--- src/rtl/lsu_ctrl.sv ---
// Load/store controller: big-endian sub-word extraction/extension and read-modify-write
// stores over a word-wide, 1-cycle-latency data memory. Optional macro: LSU_ALIGN_CHECK_EN.
module lsu_ctrl (
    input  logic        clk,
    input  logic        rst,
    input  logic        req_valid,
    output logic        req_ready,
    input  logic        req_we,
    input  logic [1:0]  req_size,
    input  logic        req_unsigned,
    input  logic [31:0] req_addr,
    input  logic [31:0] req_wdata,
    output logic        rsp_valid,
    output logic [31:0] rsp_rdata,
    output logic        rsp_err,
    output logic [31:0] mem_addr,
    output logic        mem_wr,
    output logic [31:0] mem_wdata,
    input  logic [31:0] mem_rdata
);

    typedef enum logic [2:0] {IDLE, RD, LD, MRG, WR} state_t;

    state_t      state, state_nxt;
    logic [31:0] addr_q;
    logic [1:0]  size_q;
    logic        we_q;
    logic        uns_q;
    logic [15:0] wdata_q;
    logic        accept;
    logic        mis;
    logic [7:0]  bsel;
    logic [15:0] hsel;
    logic [31:0] ld_data;
    logic [31:0] merged;

    assign accept    = req_valid && req_ready;
    assign req_ready = (state == IDLE);
    assign mem_wr    = (state == WR);
    assign mem_addr  = {addr_q[31:2], 2'b00};

`ifdef LSU_ALIGN_CHECK_EN
    assign mis = ((req_size == 2'b01) && req_addr[0]) ||
                 (req_size[1] && (req_addr[1:0] != 2'b00));
`else
    assign mis = 1'b0;
`endif

    // Lane select and merge share one decode; size 11 falls through to word.
    always_comb begin
        bsel    = '0;
        hsel    = '0;
        merged  = mem_rdata;
        ld_data = mem_rdata;
        if (size_q == 2'b00) begin
            case (addr_q[1:0])
                2'd0: begin bsel = mem_rdata[31:24]; merged[31:24] = wdata_q[7:0]; end
                2'd1: begin bsel = mem_rdata[23:16]; merged[23:16] = wdata_q[7:0]; end
                2'd2: begin bsel = mem_rdata[15:8];  merged[15:8]  = wdata_q[7:0]; end
                default: begin bsel = mem_rdata[7:0]; merged[7:0] = wdata_q[7:0]; end
            endcase
            ld_data = {{24{~uns_q & bsel[7]}}, bsel};
        end else if (size_q == 2'b01) begin
            if (addr_q[1]) begin
                hsel         = mem_rdata[15:0];
                merged[15:0] = wdata_q;
            end else begin
                hsel          = mem_rdata[31:16];
                merged[31:16] = wdata_q;
            end
            ld_data = {{16{~uns_q & hsel[15]}}, hsel};
        end
    end

    always_comb begin
        state_nxt = state;
        case (state)
            IDLE: if (accept && !mis) state_nxt = (req_we && req_size[1]) ? WR : RD;
            RD:   state_nxt = we_q ? MRG : LD;
            LD:   state_nxt = IDLE;
            MRG:  state_nxt = WR;
            WR:   state_nxt = IDLE;
            default: state_nxt = IDLE;
        endcase
    end

    always_ff @(posedge clk or negedge rst) begin
        if (!rst) state <= IDLE;
        else      state <= state_nxt;
    end

    always_ff @(posedge clk or negedge rst) begin
        if (!rst) begin
            addr_q    <= '0;
            size_q    <= '0;
            we_q      <= 1'b0;
            uns_q     <= 1'b0;
            wdata_q   <= '0;
            mem_wdata <= '0;
            rsp_valid <= 1'b0;
            rsp_rdata <= '0;
        end else begin
            rsp_valid <= 1'b0;
            if (accept) begin
                addr_q  <= req_addr;
                size_q  <= req_size;
                we_q    <= req_we;
                uns_q   <= req_unsigned;
                wdata_q <= req_wdata[15:0];
                if (mis) begin
                    rsp_valid <= 1'b1;
                    rsp_rdata <= '0;
                end else if (req_we && req_size[1]) begin
                    mem_wdata <= req_wdata;
                end
            end
            case (state)
                LD: begin
                    rsp_valid <= 1'b1;
                    rsp_rdata <= ld_data;
                end
                MRG: mem_wdata <= merged;
                WR: begin
                    rsp_valid <= 1'b1;
                    rsp_rdata <= '0;
                end
                default: ;
            endcase
        end
    end

`ifdef LSU_ALIGN_CHECK_EN
    logic err_q;
    // Error flag only changes when a response is produced, so it holds between pulses.
    always_ff @(posedge clk or negedge rst) begin
        if (!rst)                          err_q <= 1'b0;
        else if (accept && mis)            err_q <= 1'b1;
        else if (state == LD || state == WR) err_q <= 1'b0;
    end
    assign rsp_err = err_q;
`else
    assign rsp_err = 1'b0;
`endif

endmodule

--- config.mk ---
export PLATFORM = sky130hd
export DESIGN_NAME = lsu_ctrl
export DESIGN_NICKNAME = d
export VERILOG_FILES = /design/src/rtl/lsu_ctrl.sv
export SDC_FILE = /design/constraint.sdc
export NUM_CORES = 1
export LEC_CHECK = 0
export BUFFER_PORTS_ARGS = -buffer_cell sky130_fd_sc_hd__buf_2
export CORE_MARGIN = 10
export CORE_UTILIZATION = 41
export DETAILED_ROUTE_END_ITERATION = 10
export GPL_ROUTABILITY_DRIVEN = 0
export PLACE_DENSITY = 0.8
export SYNTH_ARGS = -nofsm -noshare
export SYNTH_HDL_FRONTEND = slang
export SYNTH_SLANG_ARGS = --single-unit
--- constraint.sdc ---
create_clock -name clk -period 1.7 [get_ports clk]
set_input_delay 0.425 -clock clk [delete_from_list [all_inputs] [get_ports clk]]
set_output_delay 0.425 -clock clk [all_outputs]
set_load 0.03 [all_outputs]
* Word-level counts from Yosys, hierarchy flattened
Index checks and enable logic that the tools add are counted.
** Word-level totals
- Logic and storage cells :: 55
- Register bits after elaboration :: 120
- Bits in read-only memories :: 0
- Memory bits (writable) :: 0
- Latch bits :: 0
- Bits of input ports :: 103
- Memories kept :: 0
** Cells by class
- Order comparisons :: 0
- Bitwise gates (word level) :: 3
- Multiplexer cells :: 24
- Shift operators :: 0
- Multipliers :: 0
- Reduce and logical (&&, ||, !) cells :: 11
- Divide/modulo/power cells :: 0
- Equal/unequal tests :: 8
- Add/subtract/negate cells :: 0
** Operators by type and width (number)
- $mux W32 :: 7
- $mux W16 :: 5
- $pmux W32 S2 :: 1
- $mux W8 :: 5
- $pmux W8 S3 :: 1
- $pmux W3 S3 :: 1
- $eq A3 B2 Y1 const B :: 2
- $mux W3 :: 2
- $reduce_bool A2 Y1 :: 3
- $eq A2 B1 Y1 const B :: 2
- $logic_not A2 Y1 :: 2
- $eq A3 B1 Y1 const B :: 1
- $eq A3 B3 Y1 const B :: 1
- $logic_not A3 Y1 :: 1
- $reduce_or A3 Y1 :: 1
- $and A1 B1 Y1 :: 2
- $eq A2 B2 Y1 const B :: 1
- $logic_and A1 B1 Y1 :: 2
- $mux W1 :: 2
- $ne A2 B1 Y1 const B :: 1
- $reduce_and A2 Y1 :: 1
- $reduce_or A2 Y1 :: 1
- $not A1 Y1 :: 1

* Longest topological paths before layout
Gate-level depths: netlist of the first run.
- Depth after elaboration :: 7
- Mapped depth :: 8
- Gate-level depth less buffers :: 4

* Worst setup path after synthesis of the first run
No wires, ideal clock.
- Kind :: reg-to-reg
- Start :: register state[0]
- End :: register mem_wdata[10]
- Stages on the path, launching flop included :: 9
- Arrival :: 1.601 ns
- Library setup time :: 0.138 ns
- Path slack :: -0.039 ns
- Path through :: dfrtp_1 -> buf_6 -> nor4b_4 -> buf_6 -> and3_4 -> buf_8 -> buf_12 -> mux2i_1 -> o22ai_1
** On the way
- Word-level cells in the longest chain between the ends :: 4
** Ends and longest elaborated chain
- from (decl) :: line 24 : state_t state, state_nxt;
- from (signal assigned) :: line 89 : else state <= state_nxt;
- $logic_not A3 Y1 :: line 38 : assign req_ready = (state == IDLE);
- $logic_and A1 B1 Y1 :: line 37 : assign accept = req_valid && req_ready;
- $reduce_bool A2 Y1 (no source line)
- $reduce_and A2 Y1 (no source line)
- to (signal assigned) :: line 114 : mem_wdata <= req_wdata;
- to (signal assigned) :: line 122 : MRG: mem_wdata <= merged;
- to (decl) :: line 18 : output logic [31:0] mem_wdata,
Parallel ways exist; a longest one is shown, timed or not.
A chain may end at the register's enable or synchronous reset.

* Worst setup path after layout of the first run
- Start :: register state[2]
- End :: register mem_wdata[6]
The elaborated chain is that of the path after synthesis.

==> results.md, run 1 <==
## Setup path
• 1.98 ns — required time worst endpoint
• 8 — worst-path maximum fanout
• state[2] — launching instance or port of the critical path
• register to register — WS Path Type
• register — Worst Setup End Kind
• register — kind of launch point of the worst setup path
• 2.10 ns — critical path data arrival time
• 0.41 ns — slowest stage delay, CP
• dfrtp_1 — crit path max-delay cell type
• buf_6 -> nor4b_4 -> and3_4 -> buf_12 -> mux2i_2 -> mux2i_1 — ordered cell list for the critical path
• simple AND/OR/NAND/NOR gates — Top Family by Delay on Critical Path
• 2 — total buffers and inverters traversed by the critical path
• state[2] — worst flop-to-flop path startpoint

## Outcome
• negative setup slack — failing checks
• finished with violations — run status

## Detailed routing
• 5,635 — via count
• 5.47 — average vias per placed instance
• 0 — number of remaining DRC errors
• 20.8 um — Routed wire per std cell
• 21,400 um — Routed WL
• 508 — iteration-0 DRC count of the detailed router
• 0 — count of antenna-violating nets left after detailed routing
• 7 — number of detailed-route iterations in the first pass

## Synthesis
• dfrtp_1 — cell taking the most area after synthesis
• 0.456 — sequential element share of the synthesized area
• 0.456 — top-area cell type share of the netlist area
• dfrtp_1 — most frequently used cell type in the post-synthesis netlist
• 612 — synthesized instance count
• 10.8 um2 — mean post-synth cell area
• 120 — Synth Register Bits
• dfrtp_1 46%, mux2i_1 11%, mux2_2 8.9%, o21ai_0 4.3%, buf_4 4.1% — synth top area cells
• 0 — number of enable-type register cells in the synthesized netlist
• 6580 um2 — area of the mapped netlist
• dfrtp_1 — Post-synth top flop
• 120 x dfrtp_1, 70 x mux2i_1, 57 x o21ai_0, 52 x mux2_2, 38 x nor2_1 — leading post-synthesis cells by instance count
• 50 — post-synthesis cell type count
• 1.00 — asr flop ratio synth
• 0 — Yosys warning total

## Timing
• 0 — final-report max-slew violation count
• 0.549 GHz — Achievable Freq
• 1.82 ns — minimum period implied by the final worst setup slack
• yes — RSZ-0062 raised after global routing
• 0.00829 ns — clock tree skew after final layout
• 50 — final setup violation count
• -0.120 ns — worst setup margin
• 0 — final number of hold-violating endpoints
• 0.00354 ns — post-route worst hold slack
• 1.07 — Tcrit/Tclk final

## Pwr
• 2240 nW/um2 — pwr dens
• 3.97 nW — leakage component of the power
• 995 uV — IR Drop Worst-Case VDD
• 19.4 mW — total chip power

## Floorplan
• 147 um — Die X-Extent
• 21,500 um2 — Die ar.
• 147 um — height of the die
• 203 — Top Ports
• 46 — Row Count
• 0.416 — Starting Density
• 15,800 um2 — placeable core region

## CTS
• 0 — hold buffer count at cts
• clkbuf_16 — root buffer selected by CTS
• 0.06 ns — Worst-path clk slew
• 120 — clock sink total
• done — TritonCTS clock tree
• 17 — Num CTS Buffers
• 2 — largest buffer count on any clock path
• 0.42 ns — clock latency reported for the late side of the worst-skew pair
• 4 — number of H-tree branching levels

## GRT
• 0 — global route total overflow
• 32,400 um — global-route wire length before repair
• 5,613 — vias in the first global route
• 54 — pin count of the biggest net entering global routing
• 0.191 — global-route usage over all layers
• 1 — initial antenna violation count

## Finish
• 8680 um2 — final standard cell area without fillers
• 0.461 — fraction of layout cells with a size suffix above 1
• 31.8% — Layout Area Growth over Synthesis
• 0.548 — Post-Route Utilization
• 904 — Final nets
• 1,388 — fillers

## Place
• 15,600 um — sum of net half-perimeters after detailed placement
• 199 — Port Buffer Count
• 7810 um2 — Post-DP Area
• -0.0148 ns — Placement Setup Slack

## Min path
• input port to asynchronous set/reset pin — HP Class

## Job
• 0 — max-cap violations

## power by group
group / internal, mW / switching (mW) / leakage (nW) / total [mW]
Clock: 2.39 / 1.36 / 0.284 / 3.76
Sequential: 4.25 / 0.945 / 1.46 / 5.20
Combinational: 4.22 / 6.27 / 2.22 / 10.5
Total: 10.9 / 8.57 / 3.97 / 19.4
## metrics by stage
step / setup TNS, ns / std cells
floorplan: -0.308 / 614
detailed placement: -0.0148 / 990
global route: -6.58 / 1030
finish: -2.15 / 1031
CTS: -0.957 / 1025
global placement: 0 / 990
## area by class of cell
type                    instances  area (um2)  area share
clock buffers                  19         453      0.0522
diodes                          1        2.50    0.000288
inverters                      10        37.5     0.00433
clock inverters                13         170      0.0196
repair buffers                253        1680       0.194
multi-input cells             399        3060       0.353
flip-flops and latches        120        3000       0.346
well taps                     216         270      0.0312
## kinds of logic after synthesis
family,synth area share
multiplexers,0.216
AO/OA/AOI/OAI,0.132
flip-flops,0.456
XOR/XNOR,0.00133
other,0.000570
buffers and inverters,0.0908
AND/OR/NAND/NOR,0.104
## final timing paths
path,to,slack [ns],depth (start not counted)
setup / recovery,mem_wdata[6],-0.12,6
hold / removal,wdata_q[8],0.004,2
setup reg to reg,mem_wdata[6],-0.12,6
hold reg to reg,rsp_rdata[28],0.47,2
max in group asynchronous,mem_wdata[19],1.40,2
min in group clk,addr_q[4],0.24,2
## layer usage
layer	vias up	GRT usage	share of wire	wire, um
met3	37	0.0645	0.089	1900
met5	-	0	0	0
met2	252	0.314	0.49	10500
li1	2552	-	-	-
met1	2794	0.235	0.40	8600
met4	0	0.0465	0.021	457
## layout by cell type, fill, tap and decap left out, types with 4 or more instances in the layout
cell	instances
o21ai_1	4
nand2_1	34
mux2i_1	67
o22ai_1	27
buf_2	196
buf_12	13
buf_4	34
nor2_1	38
nor2b_1	7
dfrtp_1	120
nor3_1	9
clkbuf_16	21
nand3_1	14
mux4_2	6
a211oi_1	8
nand2b_1	18
a32o_1	9
buf_6	5
inv_1	8
mux2_2	51
o21ai_2	13
a221o_1	6
o21ai_0	50
clkinvlp_4	6
## flip-flops by register name, summed over array words and instances, names as in the netlist
register / count
addr_q: 32
rsp_valid: 1
we_q: 1
mem_wdata: 32
rsp_rdata: 32
wdata_q: 16
state: 3
uns_q: 1
size_q: 2
## timing repair
action	CTS	global route
endpoints found under the setup margin	7	93
pin swaps	4	13
buffers inserted	2	1
gates cloned	1	4
resized for setup	11	20
Note: power is estimated with default switching activity, not from simulation.
==> inputs of run 2 (changes only) <==
--- a/config.mk
+++ b/config.mk
@@ -11,6 +11,7 @@
 export DETAILED_ROUTE_END_ITERATION = 10
 export GPL_ROUTABILITY_DRIVEN = 0
 export PLACE_DENSITY = 0.8
+export RECOVER_POWER = 50
 export SYNTH_ARGS = -nofsm -noshare
 export SYNTH_HDL_FRONTEND = slang
 export SYNTH_SLANG_ARGS = --single-unit
==> results.md, run 2 (same netlist as run 1, synthesis figures left out) <==
## Place
• 7810 um2 — Post-DP Area, unchanged
• 199 — Port Buffer Count, unchanged
• 990 — instance count after placement with tap cells included, unchanged
• 15,600 um — sum of net half-perimeters after detailed placement, unchanged

## CTS
• 2 — largest buffer count on any clock path, unchanged
• clkbuf_16 — root buffer selected by CTS
• 0.06 ns — Worst-path clk slew, about the same
• 0.41 ns — clock latency reported for the late side of the worst-skew pair, about the same
• 17 — Num CTS Buffers, unchanged
• done — TritonCTS clock tree
• 4 — number of H-tree branching levels, unchanged
• 120 — clock sink total, unchanged

## Timing
• 0.549 GHz — Achievable Freq, about the same
• 55 — final setup violation count, +10%
• 1.46 ns — transition time of the tightest slew-check pin
• 0.0294 — Max transition margin
• 0.00950 ns — clock tree skew after final layout, +0.00121 ns
• -2.19 ns — Fin Setup TNS, -0.0453 ns
• 1.07 — Tcrit/Tclk final, about the same
• 1.82 ns — minimum period implied by the final worst setup slack, -0.000320 ns
• -0.120 ns — worst setup margin, +0.000320 ns
• yes — RSZ-0062 raised after global routing
• 0.241 ns — post-route worst hold slack, +0.238 ns
• 0 — final-report max-slew violation count, unchanged
• 0 — final number of hold-violating endpoints, unchanged

## GRT
• 5,613 — vias in the first global route, unchanged
• 54 — pin count of the biggest net entering global routing, unchanged
• 1 — initial antenna violation count, unchanged
• 0.191 — global-route usage over all layers, unchanged
• 32,400 um — global-route wire length before repair, unchanged
• 0 — global route total overflow, unchanged

## Setup path
• simple AND/OR/NAND/NOR gates — Top Family by Delay on Critical Path
• register to register — WS Path Type
• 2 — total buffers and inverters traversed by the critical path, unchanged
• dfrtp_1 — crit path max-delay cell type
• register — kind of launch point of the worst setup path
• 1.98 ns — required time worst endpoint, about the same
• 8 — worst-path maximum fanout, unchanged
• buf_6 -> nor4b_4 -> and3_4 -> buf_12 -> mux2i_2 -> mux2i_1 — ordered cell list for the critical path
• 2.10 ns — critical path data arrival time, about the same
• register — Worst Setup End Kind
• 0.41 ns — slowest stage delay, CP, about the same

## Finish
• addr_q (32), mem_wdata (32), rsp_rdata (32) — leading registers by flop count
• 904 — Final nets, unchanged
• 31.1% — Layout Area Growth over Synthesis
• 8630 um2 — final standard cell area without fillers, -0.48%
• 0.458 — fraction of layout cells with a size suffix above 1, -0.00246
• buf_2 — leading cell type in the layout, fill and taps excluded
• 1,031 — Final Instance Count excl. Fillers, unchanged
• 196 x buf_2, 120 x dfrtp_1, 67 x mux2i_1 — most frequent cells in the layout
• 0.546 — Post-Route Utilization, -0.00261

## Pwr
• 3.96 nW — leakage component of the power, -0.26%
• 2250 nW/um2 — pwr dens, +0.50%
• 986 uV — IR Drop Worst-Case VDD, -0.95%

## Floorplan
• 203 — Top Ports, unchanged
• 15,800 um2 — placeable core region, unchanged
• 147 um — height of the die, unchanged
• 147 um — Die X-Extent, unchanged
• 0.416 — Starting Density, unchanged
• 21,500 um2 — Die ar., unchanged
• 46 — Row Count, unchanged

## Detailed routing
• 7 — number of detailed-route iterations in the first pass, unchanged
• 0 — number of remaining DRC errors, unchanged
• 5,640 — via count, +0.089%
• 475 — iteration-0 DRC count of the detailed router, -6.5%
• 5.47 — average vias per placed instance, about the same
• 21,500 um — Routed WL, +0.34%
• 0 — count of antenna-violating nets left after detailed routing, unchanged
• 20.8 um — Routed wire per std cell, +0.34%

## Job
• 0 — max-cap violations, unchanged

## Min path
• input port to register — HP Class

## Outcome
• negative setup slack — failing checks
• finished with violations — run status

-- run 2: changes by cell type in the layout (fill, tap and decap cells not counted) --
cell / previous run / this run
buf_12: 13 / 10
clkbuf_1: 0 / 1
clkbuf_2: 0 / 2
buf_4: 34 / 33
dlymetal6s4s_1: 0 / 1
-- run 2: through the flow --
stage	worst slack [ns]	total power [mW]
2_1_floorplan	-0.0192	12.4
3_3_place_gp	0.0267	14.9
3_5_place_dp	-0.0148	15.2
4_1_cts	-0.0688	19.1
5_1_grt	-0.173	20.6
6_report	-0.120	19.4
-- run 2: path summary, 6_finish.rpt --
check,from,endpoint,slack (ns),cells past startpoint
setup / recovery,state[2],mem_wdata[6],-0.12,6
hold / removal,req_addr[4],addr_q[4],0.24,2
setup reg to reg,state[2],mem_wdata[6],-0.12,6
hold reg to reg,rsp_rdata[25],rsp_rdata[25],0.47,2
max in group asynchronous,rst,rsp_rdata[14],0.24,2
min in group asynchronous,rst,mem_wdata[6],0.33,2
-- run 2: per-layer routing --
metal,GRT usage,routed length [um]
met2,0.314,10600
met4,0.0465,332
met5,0,0
met3,0.0645,2110
met1,0.235,8470
-- run 2: final cells by class --
class | instances | area, um2
clock inverters | 13 | 170
clock buffers | 19 | 453
diodes | 1 | 2.50
inverters | 10 | 37.5
flip-flops and latches | 120 | 3000
fillers | 1394 | 7190
repair buffers | 253 | 1640
multi-input cells | 399 | 3060
well taps | 216 | 270
-- run 2: power breakdown --
part | total, mW | switching, mW | internal, mW
registers | 5.20 | 0.946 | 4.25
logic | 10.5 | 6.27 | 4.20
clock network | 3.77 | 1.37 | 2.39
total | 19.4 | 8.59 | 10.9
-- run 2: what timing repair did --
action	CTS	global route
pin swaps	4	13
setup endpoints to repair	7	93
hold buffers	0	0
setup buffers	2	1
gates resized for setup	11	20
hold endpoints to repair	0	0
cloned	1	4
==> inputs of run 3 (changes only) <==
--- a/config.mk
+++ b/config.mk
@@ -10,7 +10,7 @@
 export CORE_UTILIZATION = 41
 export DETAILED_ROUTE_END_ITERATION = 10
 export GPL_ROUTABILITY_DRIVEN = 0
-export PLACE_DENSITY = 0.8
+export PLACE_DENSITY = 0.69
 export RECOVER_POWER = 50
 export SYNTH_ARGS = -nofsm -noshare
 export SYNTH_HDL_FRONTEND = slang
==> results.md, run 3 (same netlist as run 1, synthesis figures left out) <==
## Finish
• 8810 um2 — final standard cell area without fillers, +2.0%
• 3000 um2 — FF+latch area, about the same
• 908 — Final nets, +0.44%
• 0.451 — fraction of layout cells with a size suffix above 1, -0.00713
• 1,036 — Final Instance Count excl. Fillers, +0.48%
• 194 x buf_2, 119 x dfrtp_1, 70 x mux2i_1 — most frequent cells in the layout
• 1,429 — fillers, +2.5%
• buf_2 — leading cell type in the layout, fill and taps excluded
• 3170 um2 — multi-input logic area, +3.5%
• addr_q (32), mem_wdata (32), rsp_rdata (32) — leading registers by flop count
• 33.8% — Layout Area Growth over Synthesis

## Floorplan
• 203 — Top Ports, unchanged
• 21,500 um2 — Die ar., unchanged
• 46 — Row Count, unchanged
• 147 um — height of the die, unchanged
• 147 um — Die X-Extent, unchanged
• 15,800 um2 — placeable core region, unchanged
• 0.416 — Starting Density, unchanged

## Outcome
• negative setup slack — failing checks
• finished with violations — run status

## Setup path
• 7 — worst-path maximum fanout, -1
• 2.00 ns — required time worst endpoint, +0.02 ns
• dfrtp_1 — crit path max-delay cell type
• register to register — WS Path Type
• 2.05 ns — critical path data arrival time, -0.05 ns
• register — kind of launch point of the worst setup path
• register — Worst Setup End Kind
• buf_6 -> nor4b_4 -> buf_4 -> buf_12 -> clkbuf_16 -> mux2_4 — ordered cell list for the critical path
• 0.40 ns — slowest stage delay, CP, about the same

## GRT
• 53 — pin count of the biggest net entering global routing, -1.9%
• 0.188 — global-route usage over all layers, -0.00275
• 0 — global route total overflow, unchanged
• 5,799 — vias in the first global route, +3.3%
• 32,200 um — global-route wire length before repair, -0.49%
• 0 — initial antenna violation count, -1

## Pwr
• 0.552 — power share of the combinational group, +0.013
• 8.69 mW — switching component of the power, +1.2%
• 0.264 — Sequential Power Share, -0.003
• 4.11 nW — leakage component of the power, +3.9%
• 1140 uV — IR Drop Worst-Case VDD, +15%
• 0.184 — power share of the clock group, -0.010
• 2250 nW/um2 — pwr dens, -0.22%
• 19.8 mW — total chip power, +1.8%
• 11.1 mW — Internal Pwr Total, +2.3%
• 0.439 — Net Sw Frac, -0.00269

## Job
• 0 — max-cap violations, unchanged

## Place
• 983 — instance count after placement with tap cells included, -0.71%
• 15,100 um — sum of net half-perimeters after detailed placement, -2.9%
• 7740 um2 — Post-DP Area, -0.83%
• 199 — Port Buffer Count, unchanged

## Timing
• 0.232 ns — post-route worst hold slack, -0.00904 ns
• 1.75 ns — minimum period implied by the final worst setup slack, -0.0687 ns
• 0.00871 ns — clock tree skew after final layout, -0.000790 ns
• 0.571 GHz — Achievable Freq, +3.9%
• 0 — final number of hold-violating endpoints, unchanged
• yes — RSZ-0062 raised after global routing
• -1.58 ns — Fin Setup TNS, +0.611 ns
• 64 — final setup violation count, +16%
• 0.620 — Max transition margin, +0.591
• -0.0514 ns — worst setup margin, +0.0687 ns
• 0 — final-report max-slew violation count, unchanged
• 0.569 ns — transition time of the tightest slew-check pin, -0.886 ns
• 1.03 — Tcrit/Tclk final, -0.0404

## Detailed routing
• 5.38 — average vias per placed instance, -1.7%
• 419 — iteration-0 DRC count of the detailed router, -12%
• 5,570 — via count, -1.2%
• 21,700 um — Routed WL, +0.89%
• 0 — number of remaining DRC errors, unchanged
• 0 — count of antenna-violating nets left after detailed routing, unchanged
• 20.9 um — Routed wire per std cell, +0.41%
• 5 — number of detailed-route iterations in the first pass, -2

## CTS
• done — TritonCTS clock tree
• 0.42 ns — clock latency reported for the late side of the worst-skew pair, about the same
• 2 — largest buffer count on any clock path, unchanged
• clkbuf_16 — root buffer selected by CTS
• 17 — Num CTS Buffers, unchanged
• 0.06 ns — Worst-path clk slew, about the same
• 4 — number of H-tree branching levels, unchanged
• 120 — clock sink total, unchanged

## Min path
• input port to register — HP Class

==> run 3: worst paths after layout <==
kind / start / end / slack [ns] / cells after the start
min in group asynchronous: rst / mem_wdata[22] / 0.54 / 2
min reg2reg: rsp_rdata[30] / rsp_rdata[30] / 0.47 / 2
min: req_addr[23] / addr_q[23] / 0.23 / 2
max: state[2] / wdata_q[13] / -0.05 / 6
max in group asynchronous: rst / addr_q[0] / 0.24 / 3
max reg2reg: state[2] / wdata_q[13] / -0.05 / 6
==> run 3: final cells by class <==
cell class / instances / share of cell area
diodes: 2 / 0.000568
inverters: 10 / 0.00426
flip-flops and latches: 120 / 0.341
repair buffers: 257 / 0.196
clock inverters: 13 / 0.0166
well taps: 216 / 0.0307
multi-input cells: 399 / 0.359
clock buffers: 19 / 0.0514
==> run 3: through the flow <==
| stage | worst slack (ns) | utilization |
|---|---|---|
| floorplan | -0.0192 | - |
| global placement | -0.000834 | 0.489 |
| detailed placement | -0.0740 | 0.489 |
| CTS | -0.0558 | 0.534 |
| global route | -0.139 | 0.556 |
| finish | -0.0514 | 0.557 |
==> run 3: critical path: cells and delay by family (launching register included) <==
kind / cells / cell delay [ns]
flip-flops: 1 / 0.40
multiplexers: 1 / 0.30
AND/OR/NAND/NOR: 1 / 0.28
buffers and inverters: 4 / 0.65
==> run 3: per-layer routing <==
metal | track usage | vias up | share of wire
met3 | 0.0590 | 28 | 0.072
met5 | 0 | - | 0
met4 | 0.0676 | 0 | 0.022
met2 | 0.312 | 227 | 0.50
met1 | 0.224 | 2755 | 0.41
li1 | - | 2560 | -
==> run 3: what timing repair did <==
action / CTS / global route
pin swaps: 2 / 6
hold buffers: 1 / 0
setup endpoints to repair: 71 / 93
gates cloned: 1 / 8
hold endpoints to repair: 18 / 0
setup buffers: 5 / 5
resized for setup: 10 / 55
==> run 3: power by group through the flow <==
stage	logic (mW)	registers (mW)	clock network, mW
3_3_place_gp	9.70	5.16	0
6_report	10.9	5.22	3.64
3_5_place_dp	9.86	5.21	0
2_1_floorplan	6.07	6.32	0
4_1_cts	10.0	5.19	3.70
5_1_grt	11.7	5.39	3.83
